--- src/rtl/snn_wta_pkg.sv ---
// rtl/snn_wta_pkg.sv - shared state type and width helpers for the WTA classifier
package snn_wta_pkg;

    typedef enum logic [1:0] {
        WTA_IDLE   = 2'd0,
        WTA_COUNT  = 2'd1,
        WTA_SEARCH = 2'd2,
        WTA_REPORT = 2'd3
    } wta_state_e;

    // Node index width; a single node still needs one bit to carry index 0
    function automatic int idx_width(input int num_nodes);
        return (num_nodes > 1) ? $clog2(num_nodes) : 1;
    endfunction

    // Step counter width, wide enough to hold WINDOW_LEN itself
    function automatic int step_width(input int window_len);
        return $clog2(window_len + 1);
    endfunction

    // All-ones value of a w-bit counter
    function automatic longint sat_max(input int w);
        return (longint'(1) << w) - 1;
    endfunction

endpackage

--- src/rtl/wta_sat_counter.sv ---
// rtl/wta_sat_counter.sv - one saturating per-node spike counter
module wta_sat_counter
    import snn_wta_pkg::*;
#(
    parameter int CNT_W = 8
) (
    input  logic             clk_i,
    input  logic             rst_ni,
    input  logic             clear_i,
    input  logic             en_i,
    input  logic             inc_i,
    output logic [CNT_W-1:0] cnt_o
);

    localparam logic [CNT_W-1:0] CNT_MAX = CNT_W'(sat_max(CNT_W));

    logic [CNT_W-1:0] r_cnt;

    // Clear wins over counting; the counter sticks at all-ones
    always_ff @(posedge clk_i or negedge rst_ni) begin
        if (!rst_ni) begin
            r_cnt <= '0;
        end else if (clear_i) begin
            r_cnt <= '0;
        end else if (en_i && inc_i && (r_cnt != CNT_MAX)) begin
            r_cnt <= r_cnt + CNT_W'(1);
        end
    end

    assign cnt_o = r_cnt;

endmodule

--- src/rtl/spike_wta_classifier.sv ---
// rtl/spike_wta_classifier.sv - windowed winner-take-all spike classifier (optional WTA_LEADER_SPIKE_EN)
module spike_wta_classifier
    import snn_wta_pkg::*;
#(
    parameter  int NUM_NODES  = 4,
    parameter  int CNT_W      = 8,
    parameter  int WINDOW_LEN = 16,
    localparam int IDX_W      = idx_width(NUM_NODES)
) (
    input  logic                 clk_i,
    input  logic                 rst_ni,
    input  logic                 start_i,
    input  logic                 abort_i,
    input  logic                 step_i,
    input  logic [NUM_NODES-1:0] nodes_i,
    output logic                 busy_o,
    output logic                 valid_o,
    input  logic                 ready_i,
    output logic [IDX_W-1:0]     winner_o,
    output logic [CNT_W-1:0]     winner_cnt_o,
    output logic                 spike_o
);

    localparam int                STEP_W    = step_width(WINDOW_LEN);
    localparam logic [STEP_W-1:0] LAST_STEP = STEP_W'(WINDOW_LEN - 1);
    localparam logic [IDX_W-1:0]  LAST_IDX  = IDX_W'(NUM_NODES - 1);

    wta_state_e        r_state;
    logic [STEP_W-1:0] r_step_cnt;
    logic [IDX_W-1:0]  r_idx;
    logic [IDX_W-1:0]  r_best_idx;
    logic [CNT_W-1:0]  r_best_cnt;
    logic [IDX_W-1:0]  r_winner;
    logic [CNT_W-1:0]  r_winner_cnt;
    logic              r_busy;
    logic              r_valid;

    logic [CNT_W-1:0]  w_cnt [NUM_NODES];
    logic [CNT_W-1:0]  w_cur_cnt;
    logic              w_clear;
    logic              w_count_en;
    logic              w_take;

    // Abort blocks both the start clear and counting so counters stay as-is
    assign w_clear    = (r_state == WTA_IDLE) && start_i && !abort_i;
    assign w_count_en = (r_state == WTA_COUNT) && step_i && !abort_i;
    assign w_cur_cnt  = w_cnt[r_idx];
    // Strict compare keeps the earlier (lower) index on ties
    assign w_take     = (w_cur_cnt > r_best_cnt);

    for (genvar g = 0; g < NUM_NODES; g++) begin : g_node
        wta_sat_counter #(.CNT_W(CNT_W)) u_cnt (
            .clk_i   (clk_i),
            .rst_ni  (rst_ni),
            .clear_i (w_clear),
            .en_i    (w_count_en),
            .inc_i   (nodes_i[g]),
            .cnt_o   (w_cnt[g])
        );
    end

    // Window FSM: count steps, scan one node per cycle, hold result until taken
    always_ff @(posedge clk_i or negedge rst_ni) begin
        if (!rst_ni) begin
            r_state      <= WTA_IDLE;
            r_step_cnt   <= '0;
            r_idx        <= '0;
            r_best_idx   <= '0;
            r_best_cnt   <= '0;
            r_winner     <= '0;
            r_winner_cnt <= '0;
            r_busy       <= 1'b0;
            r_valid      <= 1'b0;
        end else if (abort_i) begin
            r_state <= WTA_IDLE;
            r_busy  <= 1'b0;
            r_valid <= 1'b0;
        end else begin
            case (r_state)
                WTA_IDLE: begin
                    if (start_i) begin
                        r_state    <= WTA_COUNT;
                        r_step_cnt <= '0;
                        r_busy     <= 1'b1;
                    end
                end
                WTA_COUNT: begin
                    if (step_i) begin
                        r_step_cnt <= r_step_cnt + STEP_W'(1);
                        if (r_step_cnt == LAST_STEP) begin
                            r_state    <= WTA_SEARCH;
                            r_idx      <= '0;
                            r_best_idx <= '0;
                            r_best_cnt <= '0;
                        end
                    end
                end
                WTA_SEARCH: begin
                    if (w_take) begin
                        r_best_idx <= r_idx;
                        r_best_cnt <= w_cur_cnt;
                    end
                    r_idx <= r_idx + IDX_W'(1);
                    if (r_idx == LAST_IDX) begin
                        r_state      <= WTA_REPORT;
                        r_valid      <= 1'b1;
                        r_winner     <= w_take ? r_idx : r_best_idx;
                        r_winner_cnt <= w_take ? w_cur_cnt : r_best_cnt;
                    end
                end
                WTA_REPORT: begin
                    if (ready_i) begin
                        r_state <= WTA_IDLE;
                        r_valid <= 1'b0;
                        r_busy  <= 1'b0;
                    end
                end
                default: r_state <= WTA_IDLE;
            endcase
        end
    end

    assign busy_o       = r_busy;
    assign valid_o      = r_valid;
    assign winner_o     = r_winner;
    assign winner_cnt_o = r_winner_cnt;

`ifdef WTA_LEADER_SPIKE_EN
    localparam logic [CNT_W-1:0] CNT_MAX = CNT_W'(sat_max(CNT_W));

    logic [IDX_W-1:0] r_leader;
    logic [IDX_W-1:0] w_leader_nxt;
    logic             r_spike;

    // Arg-max over the counts as they will be after this step's increment
    always_comb begin : leader_search
        logic [CNT_W-1:0] v_post;
        logic [CNT_W-1:0] v_best;
        w_leader_nxt = '0;
        v_best       = '0;
        v_post       = '0;
        for (int i = 0; i < NUM_NODES; i++) begin
            v_post = (nodes_i[i] && (w_cnt[i] != CNT_MAX)) ? w_cnt[i] + CNT_W'(1) : w_cnt[i];
            if (v_post > v_best) begin
                v_best       = v_post;
                w_leader_nxt = IDX_W'(i);
            end
        end
    end

    // Echo the previous leader's input on step edges, then move the leader
    always_ff @(posedge clk_i or negedge rst_ni) begin
        if (!rst_ni) begin
            r_leader <= '0;
            r_spike  <= 1'b0;
        end else if (w_clear) begin
            r_leader <= '0;
            r_spike  <= 1'b0;
        end else if (w_count_en) begin
            r_spike  <= nodes_i[r_leader];
            r_leader <= w_leader_nxt;
        end else begin
            r_spike  <= 1'b0;
        end
    end

    assign spike_o = r_spike;
`else
    assign spike_o = 1'b0;
`endif

endmodule

--- config.mk ---
export PLATFORM = sky130hd
export DESIGN_NAME = spike_wta_classifier
export DESIGN_NICKNAME = d
export VERILOG_FILES = /design/src/rtl/snn_wta_pkg.sv /design/src/rtl/wta_sat_counter.sv /design/src/rtl/spike_wta_classifier.sv
export SDC_FILE = /design/constraint.sdc
export NUM_CORES = 1
export LEC_CHECK = 0
export ABC_AREA = 1
export CELL_PAD_IN_SITES_DETAIL_PLACEMENT = 1
export CELL_PAD_IN_SITES_GLOBAL_PLACEMENT = 1
export CORE_MARGIN = 3
export CORE_UTILIZATION = 44
export CTS_CLUSTER_SIZE = 14
export DETAILED_ROUTE_END_ITERATION = 10
export GPL_ROUTABILITY_DRIVEN = 0
export MAX_ROUTING_LAYER = met4
export PLACE_DENSITY_LB_ADDON = 0.1
export SYNTH_ARGS = -nofsm -noshare
export SYNTH_HDL_FRONTEND = slang
export SYNTH_SLANG_ARGS = --single-unit
--- constraint.sdc ---
create_clock -name clk_i -period 3.15 [get_ports clk_i]
set_clock_uncertainty 0.2 [all_clocks]
set_input_delay 0.63 -clock clk_i [delete_from_list [all_inputs] [get_ports clk_i]]
set_output_delay 0.63 -clock clk_i [all_outputs]
set_load 0.01 [all_outputs]
-- Word-level counts from Yosys, hierarchy flattened
Index checks and enable logic that the tools add are counted.
- reductions and logical operators: 28
- bitwise operators: 2
- $lt $le $gt $ge: 2
- multiplexer cells: 37
- eq/ne operators: 17
- $add $sub $neg: 6
- operators with widths (kind ; count):
    $mux 8 ; 13
    $add 8x1->8 const B ; 4
    $ne 8x8->1 const B ; 4
    $mux 2 ; 9
    $bmux 8 s2 ; 1
    $pmux 8 s2 ; 1
    $logic_and 1x1->1 ; 12
    $ne 3x3->1 const B ; 4
    $reduce_bool 2->1 ; 6
    $mux 5 ; 2
    $pmux 5 s2 ; 1
    $reduce_and 3->1 ; 3
    $gt 8x8->1 ; 1
    $pmux 2 s2 ; 2
    $pmux 2 s4 ; 1
    $reduce_and 4->1 ; 2
    $eq 2x2->1 const B ; 3
    $reduce_bool 3->1 ; 2
    $add 5x1->5 const B ; 1
    $eq 5x4->1 const B ; 1
    $mux 1 ; 5
    $reduce_and 5->1 ; 1
    $ne 2x2->1 const B ; 2
    $pmux 1 s2 ; 2
    other kinds (9) ; 9
- bits of input ports: 10
- bits in registers: 63
- word-level logic and storage cells: 105

-- Logic depth before layout (Yosys ltp)
Gate-level depths: netlist of the first run.
- word-level depth: 7
- mapped depth: 18
- gate-level depth less buffers: 16

-- Cells and area by module
A second synthesis of the first run with hierarchy kept.
- cells, all modules: 590
- area total of the unflattened synthesis: 4165.2 µm²
- by module, submodules not included (module ; area each (µm²) ; cells an instance ; times used):
    spike_wta_classifier ; 2098.3 ; 298 ; 1
    wta_sat_counter ; 516.7 ; 73 ; 4

-- Worst setup path before layout of the first run
OpenSTA, ideal clock, no wires.
- path kind: flip-flop to flip-flop
- start: register r_idx[0]
- end: register r_winner[0] (netlist: winner_o[0])
- cell stages (with the launch flop): 19
- library setup time: 0.118 ns
- setup slack: 0.672 ns
- data arrival time: 2.160 ns
- period minus slack after synthesis: 2.478 ns
- cell sequence: dfrtp_1 > buf_4 > clkinv_1 > buf_2 > nand2_1 > nand3_1 > nand2_1 > inv_1 > ha_1 > nand2_1 > inv_1 > nand2_1 > nand2_1 > nand2_1 > nand2_1 > clkbuf_1 > nand3_1 > nand3_1 > nand2_1
- longest elaborated chain between the ends: 6
- elaborated cells on any way between the ends: 8
- those cells by class: order compare: 1; eq/ne: 1; mux: 4; bitwise: 1; reduce/logical: 1
- ends and longest elaborated chain (what ; RTL line ; source):
    start: declaration ; spike_wta_classifier.sv:30 ; logic [IDX_W-1:0] r_idx;
    start signal: assignment ; spike_wta_classifier.sv:103 ; r_idx <= r_idx + IDX_W'(1);
    $not 2->3 (not written as such) ; spike_wta_classifier.sv:47 ; assign w_cur_cnt = w_cnt[r_idx];
    $bmux 8 s2 ; spike_wta_classifier.sv:47 ;
    $mux 8 (not written as such) (2 in series) ; spike_wta_classifier.sv:47 ;
    $gt 8x8->1 ; spike_wta_classifier.sv:49 ; assign w_take = (w_cur_cnt > r_best_cnt);
    $mux 2 ; - ;
    end signal: assignment ; spike_wta_classifier.sv:107 ; r_winner <= w_take ? r_idx : r_best_idx;
    end: declaration ; spike_wta_classifier.sv:33 ; logic [IDX_W-1:0] r_winner;
Parallel ways exist; a longest one is shown, timed or not. The select of a mux whose other input is x is not followed.
A chain may end at the register's enable or synchronous reset.

-- Worst setup path in the final report of the first run
- start: register r_idx[1]
- end: register r_best_cnt[5]
- longest elaborated chain between the ends: 7
- ends and longest elaborated chain (what ; RTL line ; source):
    $not 2->3 (not written as such) (*) ; spike_wta_classifier.sv:47 ;
    $bmux 8 s2 (*) ; spike_wta_classifier.sv:47 ;
    $mux 8 (not written as such) (*) (2 in series) ; spike_wta_classifier.sv:47 ;
    $gt 8x8->1 ; spike_wta_classifier.sv:49 ;
    $mux 8 (*) ; spike_wta_classifier.sv:99 ; if (w_take) begin
    $pmux 8 s2 (*) ; spike_wta_classifier.sv:79 ; case (r_state)
    end signal: assignment ; spike_wta_classifier.sv:101 ; r_best_cnt <= w_cur_cnt;
    end: declaration ; spike_wta_classifier.sv:32 ; logic [CNT_W-1:0] r_best_cnt;
Every way passes the cells marked *; elsewhere a longest branch is shown, timed or not. The select of a mux whose other input is x is not followed.

==> results of run 1 <==
-- state kept, by name (all words and copies together), names as in the netlist --
| name | flops |
|---|---|
| busy_o | 1 |
| g_node.u_cnt.cnt_o | 32 |
| r_best_cnt | 8 |
| r_idx | 2 |
| winner_cnt_o | 8 |
| r_best_idx | 2 |
| r_state | 2 |
| r_step_cnt | 5 |
| winner_o | 2 |
| valid_o | 1 |
-- repair_timing --
item,CTS,global route
resized for setup,0,2
hold buffers,0,0
setup endpoints to repair,0,20
hold endpoints to repair,0,0
buffers inserted,0,0
-- cell families (layout without fill, tap and decap cells) --
family / count (synthesis) / count (layout) / synth area share [%]
other: 1 / 1 / 0.0978
adder cells (fa/ha/maj): 19 / 19 / 6.20
AO/OA/AOI/OAI: 71 / 71 / 11.0
buffers and inverters: 88 / 120 / 9.04
flip-flops: 63 / 63 / 41.1
AND/OR/NAND/NOR: 266 / 266 / 30.4
XOR/XNOR: 9 / 9 / 2.06
-- layout make-up --
type | count | area, um2 | share of cell area, %
inverter | 73 | 278 | 6.27
tap | 105 | 131 | 2.97
clock buffer | 14 | 193 | 4.35
sequential | 63 | 1580 | 35.6
timing repair buffer | 31 | 305 | 6.89
clock inverter | 2 | 35.0 | 0.791
multi-input combinational | 366 | 1910 | 43.2
-- path summary, 6_finish.rpt --
kind,slack [ns],to,cells after the start
min in group clk_i,0.28,winner_cnt_o[0],2
worst min-delay path,0.09,r_step_cnt[2],1
worst max register to register,0.41,r_best_cnt[5],14
worst max-delay path,0.41,r_best_cnt[5],14
worst min register to register,0.28,winner_cnt_o[0],2
max in group asynchronous,2.01,g_node[2].u_cnt.cnt_o[6],2
-- stage by stage --
stage,util [%],worst slack [ns]
floorplan,-,0.672
finish,53.1,0.413
global placement,50.3,0.379
global route,53.1,0.0222
CTS,53.0,0.244
detailed placement,50.3,0.252
-- critical path: stages (launching register included) --
cell      delay, ns
dfrtp_1        0.36
clkinv_1       0.26
a21oi_1        0.19
o21ai_0        0.10
nand2_1        0.12
inv_1          0.06
ha_1           0.28
nand2_1        0.06
nor2_1         0.17
nand2_1        0.10
nand2_1        0.23
nand2_2        0.21
nand2_1        0.14
nand3_1        0.08
nand2_1        0.11
-- synth_stat cells (2+ instances only) --
| cell type | number |
|---|---|
| inv_1 | 70 |
| clkbuf_1 | 6 |
| nor2_1 | 31 |
| a21oi_1 | 17 |
| buf_4 | 2 |
| nor3_1 | 3 |
| dfrtp_1 | 63 |
| xor2_1 | 8 |
| o21ai_1 | 4 |
| clkinv_1 | 2 |
| or2_2 | 2 |
| o211ai_1 | 6 |
| buf_2 | 7 |
| nand4_1 | 10 |
| o31ai_1 | 5 |
| nand3_1 | 71 |
| nor3b_1 | 3 |
| o21ai_0 | 31 |
| nand2_1 | 141 |
| ha_1 | 19 |
| nand2_2 | 2 |
-- where the power goes --
group / switching (W) / leakage (nW) / total, W / internal (W)
Clock: 0.000325 / 0.119 / 0.000798 / 0.000473
Sequential: 0.000152 / 0.859 / 0.00115 / 0.000998
Combinational: 0.00130 / 1.25 / 0.00197 / 0.000665
Total: 0.00178 / 2.23 / 0.00392 / 0.00214
-- per-layer routing --
metal	global-route usage, %	vias to the layer above	wire (um)	share of wire, %
li1	-	1739	-	-
met1	29.3	1716	4760	46
met2	37.0	56	4980	48
met3	5.19	16	436	4.2
met4	6.20	0	142	1.4
met5	-	-	0	0
==> impl_results.md, run 1 <==
* Post-synth top area share at between 40% and 50%
* Final HPWL DP at 7820 um
* Synthesized area at 3830 um2
* Cts bufs inserted at 9
* DRT antenna net count at 0
* Pleak at between 2 and 2.5 nW
* Root buf cell: clkbuf_8
* # DRC at 0
* Clock sink total at 63
* Number of synthesized flops with an enable pin at 0
* Max VDD drop at roughly 0.43 mV
* CP startpoint kind: register
* Arrival time worst endpoint at between 2 and 3 ns
* Clk slew on worst S/H paths at 0.07 ns
* Synth top area cells: dfrtp_1 41%, nand2_1 14%, nand3_1 9.3%, inv_1 6.9%, ha_1 6.2%
* Commonest non-fill, non-tap cell in the layout: nand2_1
* R2r startpoint: r_idx[1]
* Layout fillers at between 1000 and 1500
* Distinct cell type count after synthesis at 35
* Pwr dens at ~880 nW/um2
* Core ar. at approximately 8300 um2
* Router iterations before antenna repair at 4
* CTS tree: built
* Ant diodes at 0
* Ys async rst share at 100%
* Vias post-DR at between 3000 and 4000
* Most frequent cells in the layout: 140 x nand2_1, 71 x nand3_1, 70 x inv_1, 63 x dfrtp_1
* Synth Instances at between 500 and 600
* Fin crit period at ~2.7 ns
* Area grow syn2layout at 15.6%
* Synth area leader: dfrtp_1
* WS Path Type: reg2reg
* Clk buf depth at 2
* Setup TNS at 0 ns
* Worst Path Max Fanout at 10
* Synthesized flop and latch total at between 60 and 70
* Syn nets at roughly 550
* Antenna violations before repair at 0
* First-pass GRT wire length at about 18000 um
* Die Ht at just under 100 um
* Initial drt markers at about 120
* Post-DR wirelength/cell at 15.8 um
* Total Routing Usage GR at 23.0%
* Num rows at 33
* Htree depth at 3
* Fin cells at roughly 650
* Crit end category: register
* Slew headroom at a little over a third
* Initial Util at 45.9%
* Largest net degree at the start of global routing at 40
* Die Area at 9870 um2
* Share of cells above drive strength 1 at 7.10%
* NumNets Final at ~570
* Final Hold Viols at 0
* Cell count after placement at between 600 and 700
* Sequential element share of the synthesized area at between 40 and 50%
* Critical Path RT at 3.22 ns
* Hold_ws at 0.0873 ns
* Post-synth top flop: dfrtp_1
* Warnings from Yosys at 0
* WL final at 10300 um
* Slew Viols, Final at 0
* Clock latency on the worst-skew pair at 0.34 ns
* Maximum achievable frequency at between 0.3 and 0.4 GHz
* CP startpoint: r_idx[1]
* DP Area at ~4200 um2
* Least-Margin Pin Slew at approximately 0.96 ns
* Die Span X at about 99 um
* # IOs at 23
* Remaining Overflow, GRT at 0
* Vias per inst at ~5.4
* Final setup vio count at 0
* Finished layout cell area at approximately 4400 um2
* Total power at ~0.0039 W
* Unrepaired setup endpoints after global routing: no
* Max-cap violations at 0
* Tcrit/Tclk final at between 80 and 90%
* Status: complete, no violations
* Port Buffers at 21
* Hold Path Class: in2async
* Mean post-synth cell area at between 7 and 8 um2
* Vias in the first global route at about 3600
No activity file was read; power rests on OpenSTA's default activity.
==> run 2: changes to the inputs <==
CTS_CLUSTER_SIZE = default   (was 14)
==> results of run 2 <==
The final DEF is identical to that of run 1; final timing and power are the same.
==> run 3: changes to the inputs <==
CTS_CLUSTER_SIZE = 16   (was default)
==> results of run 3 <==
The final DEF is identical to that of run 1; final timing and power are the same.
